### config.mk
export PLATFORM = sky130hd
export DESIGN_NAME = decoder_param_stream_flat
export DESIGN_NICKNAME = d
export VERILOG_FILES = /design/src/rtl/decoder_param_stream_if.sv /design/src/rtl/decoder_param_stream.sv /design/src/flat_wrapper.sv
export SDC_FILE = /design/constraint.sdc
export NUM_CORES = 1
export LEC_CHECK = 0
export ABC_AREA = 1
export CORE_MARGIN = 5
export CORE_UTILIZATION = 48
export CTS_CLUSTER_DIAMETER = 80
export CTS_CLUSTER_SIZE = 28
export DETAILED_ROUTE_END_ITERATION = 10
export GPL_TIMING_DRIVEN = 0
export PLACE_DENSITY = 0.67
export SYNTH_ARGS = -nofsm -noshare
export SYNTH_HDL_FRONTEND = slang
export SYNTH_SLANG_ARGS = --single-unit
### constraint.sdc
create_clock -name clk -period 6.5 [get_ports clk]
set_input_delay 1.3 -clock clk [delete_from_list [all_inputs] [get_ports clk]]
set_output_delay 1.3 -clock clk [all_outputs]
set_load 0.03 [all_outputs]
### src/rtl/decoder_param_stream_if.sv
// Stream bundle for decoder_param_stream: producer side (in_*) and consumer side (out_*).
// in_thermo is present only when DECODER_PARAM_THERMO_EN is defined.
interface decoder_param_stream_if #(
  parameter int BITS = 6,
  parameter int SIZE = 40
) ();
  logic            in_valid;
  logic            in_ready;
  logic [BITS-1:0] in_idx;
  logic            in_acc;
`ifdef DECODER_PARAM_THERMO_EN
  logic            in_thermo;
`endif
  logic            out_valid;
  logic            out_ready;
  logic [SIZE-1:0] out_vec;
  logic            out_oor;

  modport slave (
`ifdef DECODER_PARAM_THERMO_EN
    input  in_thermo,
`endif
    input  in_valid, in_idx, in_acc, out_ready,
    output in_ready, out_valid, out_vec, out_oor
  );

  modport master (
`ifdef DECODER_PARAM_THERMO_EN
    output in_thermo,
`endif
    output in_valid, in_idx, in_acc, out_ready,
    input  in_ready, out_valid, out_vec, out_oor
  );
endinterface

### src/rtl/decoder_param_stream.sv
// Registered index-to-one-hot decoder behind a valid/ready stream with a 2-entry skid buffer,
// plus a sticky accumulated mask and popcount. Thermometer decode under DECODER_PARAM_THERMO_EN.
module decoder_param_stream #(
  parameter int BITS = 6,
  parameter int SIZE = 40,
  parameter int CNTW = BITS + 1
) (
  input  logic                 clk,
  input  logic                 rst,
  decoder_param_stream_if.slave bus,
  input  logic                 acc_clr_valid,
  input  logic [BITS-1:0]      acc_clr_idx,
  output logic [SIZE-1:0]      acc_mask,
  output logic [CNTW-1:0]      acc_count
);

  typedef struct packed {
    logic [SIZE-1:0] vec;
    logic            oor;
    logic            acc;
  } entry_t;

  typedef enum logic [1:0] {
    OCC_EMPTY = 2'd0,
    OCC_ONE   = 2'd1,
    OCC_FULL  = 2'd2
  } occ_t;

  localparam logic [BITS:0] SIZE_W = (BITS+1)'(SIZE);

  function automatic entry_t decode(input logic [BITS-1:0] idx, input logic thermo,
                                    input logic acc);
    entry_t e;
    e     = '0;
    e.oor = {1'b0, idx} >= SIZE_W;
    e.acc = acc;
    for (int i = 0; i < SIZE; i++) begin
      e.vec[i] = thermo ? ({1'b0, idx} >= (BITS+1)'(i)) : ({1'b0, idx} == (BITS+1)'(i));
    end
    return e;
  endfunction

  function automatic logic [CNTW-1:0] popcount(input logic [SIZE-1:0] v);
    logic [CNTW-1:0] c;
    c = '0;
    for (int i = 0; i < SIZE; i++) c = c + CNTW'(v[i]);
    return c;
  endfunction

  entry_t          out_q, out_d;
  logic            out_valid_q, out_valid_d;
  entry_t          skid_q [2];
  entry_t          skid_d [2];
  occ_t            occ_q, occ_d;
  logic            in_ready_q, in_ready_d;
  logic [SIZE-1:0] acc_mask_q, acc_mask_d;
  logic [CNTW-1:0] acc_count_q, acc_count_d;

  logic            thermo, accept, drain, pop, direct, push;
  logic [1:0]      occ_n;
  logic [SIZE-1:0] set_vec, clr_vec;
  entry_t          new_e;

  always_comb begin
`ifdef DECODER_PARAM_THERMO_EN
    thermo = bus.in_thermo;
`else
    thermo = 1'b0;
`endif
    new_e  = decode(bus.in_idx, thermo, bus.in_acc);
    accept = bus.in_valid && in_ready_q;
    drain  = out_valid_q && bus.out_ready;
    pop    = drain && (occ_q != OCC_EMPTY);
    // A new entry bypasses the skid only when nothing older is waiting ahead of it.
    direct = accept && (occ_q == OCC_EMPTY) && (!out_valid_q || drain);
    push   = accept && !direct;

    // NOTE: every comb output gets a default before any conditional update, so no latch is inferred.
    out_d       = out_q;
    out_valid_d = out_valid_q;
    skid_d      = skid_q;
    occ_n       = occ_q;

    if (drain) out_valid_d = 1'b0;
    if (pop) begin
      out_d       = skid_q[0];
      out_valid_d = 1'b1;
      skid_d[0]   = skid_q[1];
      occ_n       = occ_n - 2'd1;
    end else if (direct) begin
      out_d       = new_e;
      out_valid_d = 1'b1;
    end
    if (push) begin
      skid_d[occ_n[0]] = new_e;
      occ_n            = occ_n + 2'd1;
    end
    occ_d      = occ_t'(occ_n);
    in_ready_d = (occ_d != OCC_FULL);

    set_vec = (drain && out_q.acc && !out_q.oor) ? out_q.vec : '0;
    for (int i = 0; i < SIZE; i++) begin
      clr_vec[i] = acc_clr_valid && ({1'b0, acc_clr_idx} == (BITS+1)'(i));
    end
    // Set is applied after clear so a same-cycle set and clear leaves the bit at 1.
    acc_mask_d  = (acc_mask_q & ~clr_vec) | set_vec;
    acc_count_d = popcount(acc_mask_q);
  end

  always_ff @(posedge clk or negedge rst) begin
    if (!rst) begin
      out_q       <= '0;
      out_valid_q <= 1'b0;
      // NOTE: skid payload is reset too; occupancy alone marks validity, but this keeps X out of the datapath.
      skid_q[0]   <= '0;
      skid_q[1]   <= '0;
      occ_q       <= OCC_EMPTY;
      in_ready_q  <= 1'b1;
      acc_mask_q  <= '0;
      acc_count_q <= '0;
    end else begin
      // NOTE: non-blocking assignments so every flop samples pre-edge values.
      out_q       <= out_d;
      out_valid_q <= out_valid_d;
      skid_q      <= skid_d;
      occ_q       <= occ_d;
      in_ready_q  <= in_ready_d;
      acc_mask_q  <= acc_mask_d;
      acc_count_q <= acc_count_d;
    end
  end

  assign bus.in_ready  = in_ready_q;
  assign bus.out_valid = out_valid_q;
  assign bus.out_vec   = out_q.vec;
  assign bus.out_oor   = out_q.oor;
  assign acc_mask      = acc_mask_q;
  assign acc_count     = acc_count_q;

endmodule
### src/flat_wrapper.sv
// flat-port wrapper written by rule: the top's interface ports become plain ports
module decoder_param_stream_flat 
#(
  parameter int BITS = 6,
  parameter int SIZE = 40,
  parameter int CNTW = BITS + 1
)
  (clk, rst, acc_clr_valid, acc_clr_idx, acc_mask, acc_count, bus_in_valid, bus_in_idx, bus_in_acc, bus_out_ready, bus_in_ready, bus_out_valid, bus_out_vec, bus_out_oor);
  decoder_param_stream_if #(.BITS(BITS), .SIZE(SIZE)) bus_i ();
  input  logic clk;
  input  logic rst;
  input  logic acc_clr_valid;
  input  logic [BITS-1:0] acc_clr_idx;
  output logic [SIZE-1:0] acc_mask;
  output logic [CNTW-1:0] acc_count;
  input wire logic [$bits(bus_i.in_valid)-1:0] bus_in_valid;
  input wire logic [$bits(bus_i.in_idx)-1:0] bus_in_idx;
  input wire logic [$bits(bus_i.in_acc)-1:0] bus_in_acc;
  input wire logic [$bits(bus_i.out_ready)-1:0] bus_out_ready;
  output wire logic [$bits(bus_i.in_ready)-1:0] bus_in_ready;
  output wire logic [$bits(bus_i.out_valid)-1:0] bus_out_valid;
  output wire logic [$bits(bus_i.out_vec)-1:0] bus_out_vec;
  output wire logic [$bits(bus_i.out_oor)-1:0] bus_out_oor;
  assign bus_i.in_valid = bus_in_valid;
  assign bus_i.in_idx = bus_in_idx;
  assign bus_i.in_acc = bus_in_acc;
  assign bus_i.out_ready = bus_out_ready;
  assign bus_in_ready = bus_i.in_ready;
  assign bus_out_valid = bus_i.out_valid;
  assign bus_out_vec = bus_i.out_vec;
  assign bus_out_oor = bus_i.out_oor;
  decoder_param_stream #(.BITS(BITS), .SIZE(SIZE), .CNTW(CNTW)) u_core (.clk(clk), .rst(rst), .bus(bus_i), .acc_clr_valid(acc_clr_valid), .acc_clr_idx(acc_clr_idx), .acc_mask(acc_mask), .acc_count(acc_count));
endmodule
## Yosys cells after proc, flatten, opt, wreduce, memory -nomap -nowiden

Cells that the tools add are included.

- Flip-flop bits (word level): 177
- Output and inout bits: 90
- Word-level logic and storage cells: 213

- Add/sub/neg operators: 41
- Magnitude comparators: 3
- Eq/ne operators: 79
- Mux-type cells: 13
- Bitwise gates (word level): 4
- Reduce and logical (&&, ||, !) cells: 59

Operators by type and width:

| operator | number |
|---|---|
| $add A7 B1 Y7 | 38 |
| $eq A6 B5 Y1 const B | 32 |
| $mux W42 | 4 |
| $eq A6 B4 Y1 const B | 16 |
| $eq A6 B6 Y1 const B | 16 |
| $bwmux W84 | 1 |
| $mux W84 | 1 |
| $logic_and A1 B1 Y1 | 49 |
| $eq A6 B3 Y1 const B | 8 |
| $demux W42 S1 | 1 |
| $and A40 B40 Y40 | 1 |
| $mux W40 | 1 |
| $not A40 Y40 | 1 |
| $or A40 B40 Y40 | 1 |
| $eq A6 B2 Y1 const B | 4 |
| $eq A6 B1 Y1 const B | 2 |
| $logic_not A6 Y1 | 2 |
| $ge A6 B6 Y1 const B | 1 |
| $mux W2 | 2 |
| $reduce_bool A2 Y1 | 2 |
| $logic_not A1 Y1 | 3 |
| $mux W1 | 3 |
| $reduce_bool A3 Y1 | 1 |
| $add A1 B1 Y2 | 1 |
| other kinds (8) | 8 |

## Logic depth before layout (Yosys ltp)

- Depth after elaboration: 39
- Gate-level depth with buffers: 17
- Mapped depth without buffers: 17

## Worst setup path before layout

Ideal clock, no wire load.

- Path kind: reg2reg
- Start: register u_core.acc_mask_q[0] (netlist: u_core.acc_mask[0])
- End: register u_core.acc_count_q[4] (netlist: u_core.acc_count[4])
- Data arrival time: 5.054 ns
- Data required time: 6.376 ns
- Slack: 1.322 ns
- Cell stages (with the launch flop): 16
- Buffers on the path: 0
- Clock period less this slack: 5.178 ns
- Cell sequence: dfrtp_1 ha_1 inv_1 fa_1 fa_1 fa_1 fa_1 fa_1 fa_1 fa_1 fa_1 inv_1 fa_1 nand3_1 nand2_1 xor2_1

- Longest elaborated chain between the ends: 39

RTL lines:

| item | line | RTL |
|---|---|---|
| from (decl) | decoder_param_stream.sv:56 | `logic [SIZE-1:0] acc_mask_q, acc_mask_d;` |
| from (signal assigned) | decoder_param_stream.sv:128 | `acc_mask_q <= acc_mask_d;` |
| $add A1 B1 Y2 | decoder_param_stream.sv:46 | `for (int i = 0; i < SIZE; i++) c = c + CNTW'(v[i]);` |
| $add A7 B1 Y7 (38 in series) | decoder_param_stream.sv:46 |  |
| net u_core.acc_count_d[4] | decoder_param_stream.sv:57 | `logic [CNTW-1:0] acc_count_q, acc_count_d;` |
| to (signal assigned) | decoder_param_stream.sv:129 | `acc_count_q <= acc_count_d;` |
| to (decl) | decoder_param_stream.sv:57 |  |

The timed path passes the listed nets, and every way through them passes these cells.
A chain may end at the register's enable or synchronous reset.

## Worst setup path in the final report

Same ends and word-level chain as after synthesis.

==> results.txt <==
- Worst Hold End: u_core.skid_q[41]
- In this run the static leakage power is 5.68 nW.
- For this design, the sink count on the clock tree is 176.
* Gate count of the mapped netlist: between 1,000 and 1,500
* Cell type of the slowest stage on the worst timing path: sky130_fd_sc_hd__fa_1
- Entering global routing, the biggest net connects 98 pins.
- In this run the worst hold path is classified as reg2reg.
- The congestion estimate from routability-driven global placement came to 0.930.
* Die Outline Area: 22,400 um2
- In the layout the commonest cells are sky130_fd_sc_hd__nand2_1, sky130_fd_sc_hd__dfrtp_1, sky130_fd_sc_hd__o21ai_0, sky130_fd_sc_hd__inv_1, sky130_fd_sc_hd__clkdlybuf4s50_1.
* Number of antenna violations at the first check in global routing: 0
- The routed design could run at a clock period as short as 5.28 ns.
- Setup violations remaining at the end of the flow were counted as 0.
- Post-synthesis net count: approximately 1,200
- Critical Path Most Common Cell: sky130_fd_sc_hd__fa_1
- Post-synthesis cell type count: 33
- Critical Path Fanout Max: 3
- Antenna Diode Count: 0
* Initial DRC count: 574
- Average cell area after synthesis: 8.39 um2
- Fillers: 1,774
* FF-to-FF setup slack: 1.22 ns
* Average wire per cell in the routed design: around 18 um
- Die Width: 150 um
- The first global-routing pass estimated ~43,000 um of wire.
- In this run the critical register-to-register path is captured at u_core.acc_count[4].
- Cts bufs inserted: 17
* Number of nets in the layout: ~1,300
* RSZ-0062 raised after global routing: no
- Clock skew on the completed layout was measured at 0.00775 ns.
- Along the worst hold path, the cell count comes to 2.
- In this run, post-CTS repair resized a total of 0 instances.
- At the later pin of the worst-skew pair, clock insertion delay measures 0.44 ns.
- Number of detailed-route iterations in the first pass: 7
- Total Negative Setup Slacks: 0 ns
* Final WL: roughly 27,000 um
* Chip height: about 150 um
* Number of routed nets with antenna violations: 0
* Tot GR Track Use: between 20% and 30%
- After clock tree synthesis, the flow added hold-fix buffers numbering 0.
- Crit path kind: reg2reg
- Arrival time at the worst endpoint: 5.60 ns
* Crit share post-route: roughly 81%
- The synthesized design contains 0 enable-type register cells.
* F_max: 189 MHz
- The core region is 19,300 um2.
- Worst max-slew margin expressed relative to the limit: a little under three fifths
- Netlist area before placement: 9390 um2
- Transition time at the pin with the least slew margin: 0.673 ns
- The routed layout has 7,859 vias.
- The area growth from synthesis to layout is 21.2%.
* Synth Flop Type: sky130_fd_sc_hd__dfrtp_1
- Final Max Slew Viols: 0
- In this run the most critical hold path is launched from u_core.skid_q[41].
* Starting utilization of the core area: 48.5%
- The number of global-route vias before repair was 7,977.
* Half-perimeter wire length after placement: 20,100 um
* Number of levels in the clock H-tree: 4
- Mean number of vias per cell: 5.16
- Bufs on Longest Clock Path: 2
* Top-Level Pins: 108
- R2R Path Start: u_core.acc_mask[0]
* Count of cells along the worst register-to-register path: 15
* Root buffer cell: sky130_fd_sc_hd__clkbuf_16
* Clock-pin slew on the worst setup and hold paths: 0.07 ns
* Critical path data required time: 6.82 ns
- For this design the ratio of total power to cell area is 190 nW/um2.
* Count of endpoints failing hold in the final timing report: 0
- Synthesis inferred 176 register bits.
- Clock tree from TritonCTS: done
* Post-detailed-route DRC marker count: 0
* Count of buffers from port buffering: 106
* Most common library cell in the layout ignoring fill and taps: sky130_fd_sc_hd__nand2_1
- Ys Warns: 0
- VDD sags by at most 0.000182 V.
* Worst hold slack: 0.489 ns
- The worst setup path is launched from a flip-flop.
- In this design, the stage delay of the slowest critical-path cell is about 0.55 ns.
- Sequential cells were found to cover 46.9% of the synthesized design area.
- Async set-or-reset flop fraction in the synthesized netlist: 100%
- Number of buffers inserted to repair setup after CTS: 0
- In the final layout, the share of cells above drive strength 1 is 11.7%.
- Std cell rows: 51
- Traced cell by cell, the critical path runs through ha_1, inv_1, fa_1, fa_1, fa_1, fa_1, fa_1, fa_1, fa_1, fa_1, inv_1, fa_1, nand3_1, nand2_1, xor2_1.
- Global routing finished with a remaining overflow of 0.
- Outcome: complete, no violations
* Critical path endpoint category: flip-flop
- Max-cap check violation count: 0
[state kept, by name, indices dropped and copies added (netlist names)]
register	cells
u_core.acc_count	6
u_core.acc_mask	40
u_core.bus.in_ready	1
u_core.bus.out_oor	1
u_core.bus.out_valid	1
u_core.bus.out_vec	40
u_core.occ_q	2
u_core.out_q	1
u_core.skid_q	84
[power breakdown]
| group | internal [mW] | switching (mW) |
|---|---|---|
| logic | 0.0171 | 0.0534 |
| clock network | 0.509 | 0.486 |
| registers | 1.09 | 0 |
[synth_stat cells (all sizes together) (2+ instances only)]
library cell	number	area share (%)
a21oi	5	0.39
buf	71	5.5
clkbuf	19	0.76
clkinv	2	0.080
dfrtp	175	47
fa	31	6.6
ha	14	1.9
inv	143	5.7
nand2	333	13
nand3	67	3.7
nand4	2	0.13
nor2	29	1.3
o211ai	12	0.96
o21ai	195	11
or2	13	0.87
xor2	3	0.28
[how the worst max path moves through the flow]
stage / from / to / slack [ns]
detailed placement: u_core.acc_mask[0] / u_core.acc_count[4] / 1.22
global placement: rst / u_core.skid_q[4] / -3.29
CTS: u_core.acc_mask[0] / u_core.acc_count[4] / 1.20
floorplan: u_core.acc_mask[0] / u_core.acc_count[4] / 1.32
global route: u_core.acc_mask[0] / u_core.acc_count[4] / 0.96
finish: u_core.acc_mask[0] / u_core.acc_count[4] / 1.22
[worst max-delay path, delay by kind of cell (launching register included)]
family / cells / cell delay (ns)
flops: 1 / 0.40
xor+xnor: 1 / 0.14
simple gates: 2 / 0.16
fa+ha+maj: 10 / 4.32
buf+inv: 2 / 0.14
[cell families (layout without fill, tap and decap cells)]
family,Yosys count,in the layout,synth area share (%)
adder cells (fa/ha/maj),45,45,8.48
flip-flops,176,176,46.9
AND/OR/NAND/NOR,445,445,19.5
buffers and inverters,235,374,12.1
other,1,1,0.0400
AO/OA/AOI/OAI,213,213,12.6
XOR/XNOR,3,3,0.280
[area by class of cell]
cell class	instances	area [um2]	area share [%]
inverter	145	544	4.79
clock inverter	15	138	1.21
multi-input combinational	707	3850	33.8
sequential	176	4410	38.7
buffer	90	589	5.18
clock buffer	17	425	3.74
timing repair buffer	107	1090	9.61
tap	265	332	2.92
[per-stage QoR]
stage | area [um2] | total power, mW | util, % | setup slack (ns) | instances
after floorplan | 9390 | 1.14 | - | 1.32 | 1118
after global placement | 10800 | 1.18 | 55.7 | -3.29 | 1489
after detailed placement | 10800 | 1.19 | 55.9 | 1.22 | 1490
after CTS | 11400 | 2.17 | 58.8 | 1.20 | 1522
after global routing | 11400 | 2.22 | 58.8 | 0.959 | 1522
final | 11400 | 2.16 | 58.8 | 1.22 | 1522
[routing by layer]
layer	vias to the layer above	part of all wire, %	global-route usage (%)
met5	-	0	0
met1	3760	43	34.5
met4	0	3.2	8.87
li1	3747	-	-
met3	49	6.4	4.57
met2	303	47	40.6
No activity file was read; power rests on OpenSTA's default activity.
